**config.mk**
```make
export PLATFORM = sky130hd
export DESIGN_NAME = pixel_track_ctrl
export DESIGN_NICKNAME = d
export VERILOG_FILES = /design/src/rtl/pixel_track_ctrl.sv
export SDC_FILE = /design/constraint.sdc
export NUM_CORES = 1
export LEC_CHECK = 0
export BUFFER_PORTS_ARGS = -buffer_cell sky130_fd_sc_hd__clkbuf_2
export CORE_UTILIZATION = 50
export CTS_CLUSTER_SIZE = 28
export DETAILED_ROUTE_END_ITERATION = 10
export PLACE_DENSITY = 0.76
export SYNTH_ARGS = -nofsm -noshare
export SYNTH_HDL_FRONTEND = slang
export SYNTH_SLANG_ARGS = --single-unit
```
**constraint.sdc**
```tcl
create_clock -name clock -period 3.2 [get_ports clock]
set_input_delay 0.48 -clock clock [delete_from_list [all_inputs] [get_ports clock]]
set_output_delay 0.48 -clock clock [all_outputs]
set_load 0.05 [all_outputs]
```
**src/rtl/pixel_track_ctrl.sv**
```systemverilog
// Per-frame colour tracker controller. It scans the pixel stream between
// frame markers. Per frame it accumulates a bounding box or a first-hit
// coordinate, plus a saturating hit count. The result is held behind a
// valid/ack handshake.
module pixel_track_ctrl #(
  parameter int XW       = 11,
  parameter int CW       = 10,
  parameter int CNT_W    = 16,
  parameter int MIN_HITS = 4
) (
  input  logic             clock,
  input  logic             resetN,
  input  logic             frame_start,
  input  logic             frame_end,
  input  logic             pix_valid,
  input  logic [XW-1:0]    pix_x,
  input  logic [XW-1:0]    pix_y,
  input  logic [CW-1:0]    pix_r,
  input  logic [CW-1:0]    pix_g,
  input  logic [CW-1:0]    pix_b,
  input  logic [CW-1:0]    thr_r_min,
  input  logic [CW-1:0]    thr_g_max,
  input  logic [CW-1:0]    thr_b_max,
  input  logic             mode,
  input  logic             res_ack,
  output logic             res_valid,
  output logic [XW-1:0]    x_min,
  output logic [XW-1:0]    x_max,
  output logic [XW-1:0]    y_min,
  output logic [XW-1:0]    y_max,
  output logic [CNT_W-1:0] hit_count,
  output logic             found,
  output logic             busy,
  output logic             overrun
);

  typedef enum logic [1:0] {S_WAIT, S_SCAN, S_REPORT} state_t;

  localparam logic [CNT_W-1:0] CNT_MAX     = '1;
  localparam logic [CNT_W-1:0] MIN_HITS_C  = CNT_W'(MIN_HITS);

  state_t            state, state_next;
  logic              match;
  logic              clear_acc;
  logic              load_result;
  logic              mode_lat;

  // Running accumulators and their match-updated values
  logic              acc_any, upd_any;
  logic [XW-1:0]     acc_x_min, acc_x_max, acc_y_min, acc_y_max;
  logic [XW-1:0]     upd_x_min, upd_x_max, upd_y_min, upd_y_max;
  logic [CNT_W-1:0]  acc_cnt, upd_cnt;

  assign match = pix_valid & (pix_r >= thr_r_min) & (pix_g <= thr_g_max) & (pix_b <= thr_b_max);

  // A start in S_SCAN restarts the frame, unless frame_end arrives in the same cycle
  assign clear_acc   = frame_start & ((state == S_WAIT) | ((state == S_SCAN) & ~frame_end));
  assign load_result = (state == S_SCAN) & frame_end;

  assign busy      = (state == S_SCAN);
  assign res_valid = (state == S_REPORT);

  // State register
  always_ff @(posedge clock) begin
    if (!resetN) state <= S_WAIT;
    else         state <= state_next;
  end

  // Next-state logic
  always_comb begin
    state_next = state;
    case (state)
      S_WAIT:   if (frame_start) state_next = S_SCAN;
      S_SCAN:   if (frame_end)   state_next = S_REPORT;
      S_REPORT: if (res_ack)     state_next = S_WAIT;
      default:  state_next = S_WAIT;
    endcase
  end

  // Accumulator update for the current pixel. It also feeds the result load,
  // so a match in the frame_end cycle is included.
  always_comb begin
    upd_any   = acc_any;
    upd_x_min = acc_x_min;
    upd_x_max = acc_x_max;
    upd_y_min = acc_y_min;
    upd_y_max = acc_y_max;
    upd_cnt   = acc_cnt;
    if (match) begin
      upd_any = 1'b1;
      if (acc_cnt != CNT_MAX) upd_cnt = acc_cnt + CNT_W'(1);
      if (!acc_any) begin
        upd_x_min = pix_x;
        upd_x_max = pix_x;
        upd_y_min = pix_y;
        upd_y_max = pix_y;
      end else if (!mode_lat) begin
        if (pix_x < acc_x_min) upd_x_min = pix_x;
        if (pix_x > acc_x_max) upd_x_max = pix_x;
        if (pix_y < acc_y_min) upd_y_min = pix_y;
        if (pix_y > acc_y_max) upd_y_max = pix_y;
      end
    end
  end

  // Accumulator registers: clear on a frame (re)start, track matches while scanning
  always_ff @(posedge clock) begin
    if (!resetN || clear_acc) begin
      acc_any   <= 1'b0;
      acc_x_min <= '0;
      acc_x_max <= '0;
      acc_y_min <= '0;
      acc_y_max <= '0;
      acc_cnt   <= '0;
      mode_lat  <= resetN ? mode : 1'b0;
    end else if (state == S_SCAN) begin
      acc_any   <= upd_any;
      acc_x_min <= upd_x_min;
      acc_x_max <= upd_x_max;
      acc_y_min <= upd_y_min;
      acc_y_max <= upd_y_max;
      acc_cnt   <= upd_cnt;
    end
  end

  // Result registers: capture on the scan-to-report transition, then hold
  always_ff @(posedge clock) begin
    if (!resetN) begin
      x_min     <= '0;
      x_max     <= '0;
      y_min     <= '0;
      y_max     <= '0;
      hit_count <= '0;
      found     <= 1'b0;
    end else if (load_result) begin
      x_min     <= upd_x_min;
      x_max     <= upd_x_max;
      y_min     <= upd_y_min;
      y_max     <= upd_y_max;
      hit_count <= upd_cnt;
      found     <= (upd_cnt >= MIN_HITS_C);
    end
  end

  // Sticky overrun: a new frame arrived while the last result was still unacknowledged
  always_ff @(posedge clock) begin
    if (!resetN)                                overrun <= 1'b0;
    else if ((state == S_REPORT) && frame_start) overrun <= 1'b1;
  end

endmodule
```
## Word level (Yosys, flattened, before mapping)

Cells that the tools add are included.

| cells by class | value |
|---|---|
| add/subtract/negate cells | 1 |
| $mul | 0 |
| divide/modulo/power cells | 0 |
| magnitude comparators | 8 |
| eq/ne operators | 6 |
| shifts and indexed selects | 0 |
| mux-type cells | 22 |
| bitwise operators | 8 |
| reduce and logical (&&, ||, !) cells | 6 |

Operators by type and width:

| cell | count |
|---|---|
| $mux W11 | 16 |
| $mux W16 | 2 |
| $gt A11 B11 Y1 | 2 |
| $lt A11 B11 Y1 | 2 |
| $le A10 B10 Y1 | 2 |
| $add A16 B1 Y16 const B | 1 |
| $ge A16 B3 Y1 const B | 1 |
| $ne A16 B16 Y1 const B | 1 |
| $ge A10 B10 Y1 | 1 |
| $and A1 B1 Y1 | 6 |
| $mux W2 | 3 |
| $ne A2 B2 Y1 const B | 3 |
| $pmux W2 S3 | 1 |
| $reduce_and A3 Y1 | 1 |
| $eq A2 B1 Y1 const B | 1 |
| $eq A2 B2 Y1 const B | 1 |
| $logic_not A2 Y1 | 1 |
| $reduce_and A2 Y1 | 1 |
| $logic_and A1 B1 Y1 | 1 |
| $logic_not A1 Y1 | 1 |
| $logic_or A1 B1 Y1 | 1 |
| $not A1 Y1 | 1 |
| $or A1 B1 Y1 | 1 |

| word-level totals | value |
|---|---|
| bits in registers | 126 |
| latch bits | 0 |
| bits in writable memories | 0 |
| memory bits (read-only) | 0 |
| output and inout bits | 64 |
| memories | 0 |

## Depth between registers and ports, before layout

Gate-level depths: netlist (run 1).

| depth | value |
|---|---|
| word-level depth | 6 |
| mapped depth | 12 |
| mapped depth without buffers | 11 |

## Worst setup path after synthesis (run 1)

Ideal clock, no wire load.

| path | value |
|---|---|
| kind | input port to flip-flop |
| start point | in thr_b_max[3] |
| end point | reg hit_count[15] |
| arrival | 2837 ps |
| required time | 3130 ps |
| path slack | 292 ps |
| stages on the path | 11 |
| path buffers | 1 |
| cells stage by stage | inv_1 > ha_1 > a21o_1 > a21o_1 > a2111oi_2 > nor3b_1 > or3b_1 > buf_2 > or3_1 > a211o_1 > a21oi_1 |

| on the way | value |
|---|---|
| longest elaborated chain between the ends | 3 |

RTL lines:

| what | RTL line | source |
|---|---|---|
| from (decl) | 23 | `input logic [CW-1:0] thr_b_max,` |
| $le A10 B10 Y1 | 54 | `assign match = pix_valid & (pix_r >= thr_r_min) & (pix_g <= thr_g_max) & (pix_b <= thr_b_max);` |
| $and A1 B1 Y1 | 54 |  |
| $mux W16 | 89 | `if (match) begin` |
| to (signal assigned) | 140 | `hit_count <= upd_cnt;` |
| to (decl) | 31 | `output logic [CNT_W-1:0] hit_count,` |

Every way passes these cells.
A chain may end at the register's enable or synchronous reset.

## Worst setup path in the final report (run 1)

| path | value |
|---|---|
| start point | reg acc_cnt[1] |
| end point | reg found |

| on the way | value |
|---|---|
| longest elaborated chain between the ends | 4 |
| elaborated cells on any way between the ends | 5 |

RTL lines:

| what | RTL line | source |
|---|---|---|
| from (decl) | 52 | `logic [CNT_W-1:0] acc_cnt, upd_cnt;` |
| from (signal assigned) | 122 | `acc_cnt <= upd_cnt;` |
| $add A16 B1 Y16 or $ne A16 B16 Y1 (tied branches) | 91 | `if (acc_cnt != CNT_MAX) upd_cnt = acc_cnt + CNT_W'(1);` |
| $mux W16 | 91 |  |
| $mux W16 * | 89 |  |
| $ge A16 B3 Y1 * | 141 | `found <= (upd_cnt >= MIN_HITS_C);` |
| to (signal assigned) | 141 |  |
| to (decl) | 32 | `output logic found,` |

Mark *: on every way between the ends. The rest lies on a longest branch, timed or not.

==> impl_metrics.tcl, run 1 <==
set metrics [dict create \
    port_buffers 152 \
    core_sq_um 14000 \
    first_iter_violations 365 \
    design_area_sq_um 8940 \
    ant_nets 0 \
    routedWlPerCell_um 14.5 \
    dieArea_sq_um 15000 \
    ctsHoldBuffers 0 \
    synthesis.area_sq_um 7260 \
    hold_end "state[1]" \
    cts_root_buf "clkbuf_16" \
    powerDensity_nw_per_um2 480 \
    io_pins 153 \
    area_growth_pct 23.2 \
    synthArstFlopShare 0 \
    syn_nets 1042 \
    die_h_um 122 \
    setup.worst_path.start_class "register" \
    layout_min_cycle_time_ns 2.92 \
    p_leak_uw 0.00369 \
    final-setup-viol-count 0 \
    maxCapViolCount 0 \
    crit_required_ns 3.49 \
    synth.most_common_cell "dfxtp_1" \
    fin_cells 1222 \
    p_comb_frac 0.152 \
    maxSlewHeadroom 0.518 \
    routed_wl_mm 17.8 \
    cts_tree "built" \
    rr_worst_depth 9 \
    switching_power_uw 1210 \
    internal_power_uw 3080 \
    grt_max_degree 69 \
    gp_congestion 0.902 \
    num-fill-cells 1235 \
    synth_warnings 0 \
    yosys.area.top_type_share 0.345 \
    cts_made_buffers 17 \
    grt.total_usage 0.250 \
    setup-tns-final_ns 0 \
    placedCellCount 1190 \
    hold_depth 3 \
    n_antenna_cell 0 \
    synth_cell_type_count 52 \
    synth-seq-cells 126 \
    clock_sinks 126 \
    yosysTopAreaCell "dfxtp_1" \
    slew_viol_final 0 \
    min_from "res_ack" \
    max_freq_ghz 0.342 \
    fin_util 0.637 \
    initial_core_util 0.517 \
    rr_startpoint "acc_cnt[1]" \
    ir_worst_vdd_mv 0.565 \
    grt_overflow 0 \
    fin_nets 1191 \
    cts_setup_buffers 0 \
    synth_area_leaders "dfxtp_1, ha_1, mux2i_1, a21oi_1, nor2_1" \
    hold_class "in -> reg" \
    synthFlopType "dfxtp_1" \
    antenna_found_initial 0 \
    synth_edf_count 1 \
    rows 43 \
    rsz0062_at_grt "false" \
    avgSynthCellArea_sq_um 8.25 \
    p_seq_frac 0.384 \
    clk_latency_ns 0.42 \
    endpoint_kind "register" \
    yosysSeqAreaShare 0.349 \
    clockBufferDepth 2 \
    synth_commonest_cells "dfxtp_1, nor2_1, a21oi_1" \
    crit_type "reg -> reg" \
    viasPerCell 5.42 \
    finalClockSkew_ns 0.00759 \
    netlist_instances 880 \
    h-tree-depth 4 \
    tightest_slew_ns 0.721 \
    fin_crit_sh 0.913 \
    r2r_slack_ns 0.28 \
    postCtsResizedCells 0 \
    place_area_sq_um 8330 \
    vias 6625 \
    crit_path_max_fanout 9 \
    grt_pass1_wl_mm 29.4 \
    drc 0 \
    drive_above_1_share 0.220 \
    dieWidth_um 122 \
    sw_frac_of_total 0.282 \
    r2r_end "found" \
    dr.pass1.iters 5 \
    dp_hpwl_mm 13.0 \
    hold_viol 0 \
    grt_pass1_vias 6196 \
    run_status "complete, no violations" \
    path_clk_slew_ns 0.06 \
    crit_arrival_ns 3.22 \
    clockPowerShare 0.464 \
]
worst max-delay path by stage:
| stage | startpoint | to | slack, ns | cells after the start |
|---|---|---|---|---|
| global placement | thr_b_max[3] | hit_count[15] | 0.09 | 11 |
| global route | acc_cnt[1] | found | 0.07 | 9 |
| floorplan | thr_b_max[3] | hit_count[15] | 0.29 | 11 |
| finish | acc_cnt[1] | found | 0.28 | 9 |
| CTS | acc_cnt[1] | found | 0.27 | 9 |
| detailed placement | thr_b_max[3] | hit_count[12] | 0.04 | 12 |
state kept, by name (all words and copies together), names as in the netlist:
signal     flops
acc_y_min     11
x_min         11
acc_any        1
y_min         11
found          1
acc_x_max     11
y_max         11
x_max         11
state          2
acc_y_max     11
mode_lat       1
overrun        1
acc_x_min     11
acc_cnt       16
hit_count     16
per-layer routing:
layer	vias up	share of wire	GRT usage
li1	3358	-	-
met5	-	0	0
met1	3070	0.47	0.325
met4	0	0.015	0.0846
met3	21	0.045	0.0479
met2	176	0.47	0.413
cell families (layout without fill, tap and decap cells):
group	Yosys count	count (layout)	share of synthesized area
AOI/OAI and AO/OA	219	219	0.180
and+or+nand+nor	235	235	0.148
muxes	67	67	0.0931
adders and majority gates	73	73	0.126
DFF	126	126	0.349
xor gates and xnor gates	26	26	0.0314
buffers and inverters	134	296	0.0728
per-stage QoR:
| step | total power, uW | setup WS (ns) | hold WS, ns |
|---|---|---|---|
| after floorplan | 2110 | 0.292 | 0.431 |
| after global placement | 2320 | 0.0930 | 0.440 |
| after detailed placement | 2330 | 0.0370 | 0.454 |
| after CTS | 4320 | 0.273 | 0.307 |
| after global routing | 4480 | 0.0700 | 0.327 |
| final | 4290 | 0.279 | 0.320 |
final cells by class:
class | instances | area, sq um | share of cell area
Clock buffer | 17 | 425 | 0.0476
Clock inverter | 15 | 189 | 0.0211
Inverter | 81 | 304 | 0.0340
Multi-Input combinational cell | 620 | 4210 | 0.471
Sequential cell | 126 | 2530 | 0.283
Tap cell | 180 | 225 | 0.0252
Timing Repair Buffer | 183 | 1060 | 0.118
placed cells by master (no fill, tap or decap), types with 17 or more instances in the layout:
cell and count:
a211oi_1 42, o21ai_0 45, nand2_1 53, inv_1 81
mux2i_1 63, ha_1 73, nor2_1 104, clkbuf_2 152
clkbuf_16 17, a21oi_1 99, buf_4 26, dfxtp_1 125
power groups by stage:
stage / Sequential [uW] / Clock [uW] / Combinational (uW)
6_report: 1650 / 1990 / 651
5_1_grt: 1660 / 2100 / 719
4_1_cts: 1650 / 2020 / 655
3_5_place_dp: 1680 / 0 / 651
3_3_place_gp: 1680 / 0 / 638
2_1_floorplan: 1820 / 0 / 290
worst max-delay path: stages (launching register included):
cell,delay (ns)
dfxtp_1,0.40
ha_1,0.20
and3_1,0.24
nand2_1,0.12
nor4_1,0.44
nand4_1,0.39
a31o_2,0.36
mux2_2,0.26
nor4_1,0.27
a31oi_1,0.11
(Power assumes the default switching activity.)
==> run 2, diff against run 1 <==
Settings changed: PLACE_DENSITY 0.76 to 0.72.
==> run 2 against run 1 <==
  * Sequential share of layout area is 0.12 points lower
  * Total power is 0.18% lower
  * Largest power group unchanged
  * Clock-buffer cell count is 1 higher
  * Sequential power hardly changed
  * Clock skew hardly changed
  * Non-clock buffer count is 3 higher
  * Critical path depth stayed put
  * Cell area is 0.42% higher
  * Largest cell class unchanged
==> impl_metrics.tcl, run 2 (same netlist as run 1, synthesis figures left out) <==
set metrics [dict create \
    run_status "complete, no violations" \
    routed_wl_mm 17.3 \
    powerDensity_nw_per_um2 477 \
    r2r_slack_ns 0.36 \
    layout_common_cells "clkbuf_2, dfxtp_1, nor2_1" \
    r2r_end "found" \
    fin_cells 1225 \
    viasPerCell 5.35 \
    hold_end "overrun" \
    crit_required_ns 3.49 \
    dieArea_sq_um 15000 \
    ir_worst_vdd_mv 0.389 \
    clk_latency_ns 0.42 \
    core_sq_um 14000 \
    drive_above_1_share 0.222 \
    crit_path_max_fanout 6 \
    cts_made_buffers 17 \
    num-fill-cells 1226 \
    ant_nets 0 \
    rsz0062_at_grt "false" \
    grt_pass1_wl_mm 28.5 \
    max_freq_ghz 0.352 \
    hold_class "in -> reg" \
    startpoint "acc_cnt[1]" \
    final-setup-viol-count 0 \
    final.setup.worst_slack_ns 0.360 \
    mostFrequentLayoutCell "clkbuf_2" \
    maxSlewHeadroom 0.529 \
    port_buffers 152 \
    endpoint_kind "register" \
    cts_root_buf "clkbuf_16" \
    first_iter_violations 345 \
    crit_type "reg -> reg" \
    initial_core_util 0.517 \
    rows 43 \
    ctsHoldBuffers 0 \
    postCtsResizedCells 0 \
    largestRegisters "acc_cnt (16), hit_count (16)" \
    min_from "frame_start" \
    grt_max_degree 63 \
    antenna_found_initial 0 \
    fin_crit_sh 0.887 \
    rr_worst_depth 9 \
    placedCellCount 1193 \
    vias 6559 \
    slew_viol_final 0 \
    cts_setup_buffers 0 \
    dieWidth_um 122 \
    routedWlPerCell_um 14.1 \
    gp_congestion 0.849 \
    die_h_um 122 \
    h-tree-depth 4 \
    hold_viol 0 \
    fin_nets 1194 \
    path_clk_slew_ns 0.06 \
    grt.total_usage 0.240 \
    rr_startpoint "acc_cnt[1]" \
    cts_tree "built" \
    grt_pass1_vias 6044 \
    clock_sinks 126 \
    dp_hpwl_mm 12.8 \
    dr.pass1.iters 4 \
    grt_overflow 0 \
    io_pins 153 \
    maxCapViolCount 0 \
    tightest_slew_ns 0.706 \
    area_growth_pct 23.7 \
    layout_min_cycle_time_ns 2.84 \
    clockBufferDepth 2 \
    setup-tns-final_ns 0 \
    pre_cts_slack_ns 0.0405 \
    crit_arrival_ns 3.13 \
    drc 0 \
    hold_depth 3 \
    n_antenna_cell 0 \
    finalClockSkew_ns 0.00761 \
    setup.worst_path.start_class "register" \
    p_leak_uw 0.00370 \
]
==> run 2: changes by cell type in the layout (fill, tap and decap cells not counted), moves of 2 or more <==
cell and delta:
clkinv_4 -4, clkinv_2 +3, buf_4 +2, clkinvlp_4 +2
inv_6 -2
==> run 2: area by class of cell <==
cell class / instances / area (sq um) / share of cell area
multi-input combinational: 620 / 4210 / 0.469
sequential: 126 / 2530 / 0.282
timing repair buffer: 186 / 1090 / 0.122
clock buffer: 18 / 450 / 0.0502
inverter: 81 / 304 / 0.0339
tap: 180 / 225 / 0.0251
clock inverter: 14 / 166 / 0.0185
==> run 2: where the power goes <==
part	total, uW	internal, uW	switching (uW)
clock network	1990	1270	719
logic	650	228	422
registers	1650	1620	29.6
==> run 2: worst max-delay path by stage <==
stage,end,slack [ns],cells past startpoint
global route,found,0.10,10
floorplan,hit_count[15],0.29,11
CTS,found,0.40,9
detailed placement,hit_count[15],0.04,11
finish,found,0.36,9
global placement,hit_count[15],0.1,11
==> run 2: worst max-delay path, cell delays in order, from the launching register on <==
cell and delay [ns]:
dfxtp_1 0.39, ha_1 0.29, and3_1 0.21, nand2_1 0.09, nor4_1 0.47, nand4_1 0.29
a31o_2 0.32, mux2_2 0.26, nor4_1 0.27, a31oi_1 0.12
==> run 2: layer usage <==
metal | vias up | part of all wire | global-route usage
li1 | 3368 | - | -
met1 | 2997 | 0.47 | 0.316
met2 | 178 | 0.47 | 0.394
met3 | 16 | 0.048 | 0.0530
met4 | 0 | 0.010 | 0.0602
met5 | - | 0 | 0
==> run 2: through the flow <==
| step | instance area (sq um) | utilization | power (uW) | hold WS, ns |
|---|---|---|---|---|
| after floorplan | 7260 | - | 2110 | 0.431 |
| after global placement | 8360 | 0.595 | 2320 | 0.441 |
| after detailed placement | 8360 | 0.595 | 2330 | 0.454 |
| after CTS | 8980 | 0.639 | 4330 | 0.319 |
| after global routing | 8980 | 0.639 | 4470 | 0.345 |
| final | 8980 | 0.639 | 4290 | 0.331 |
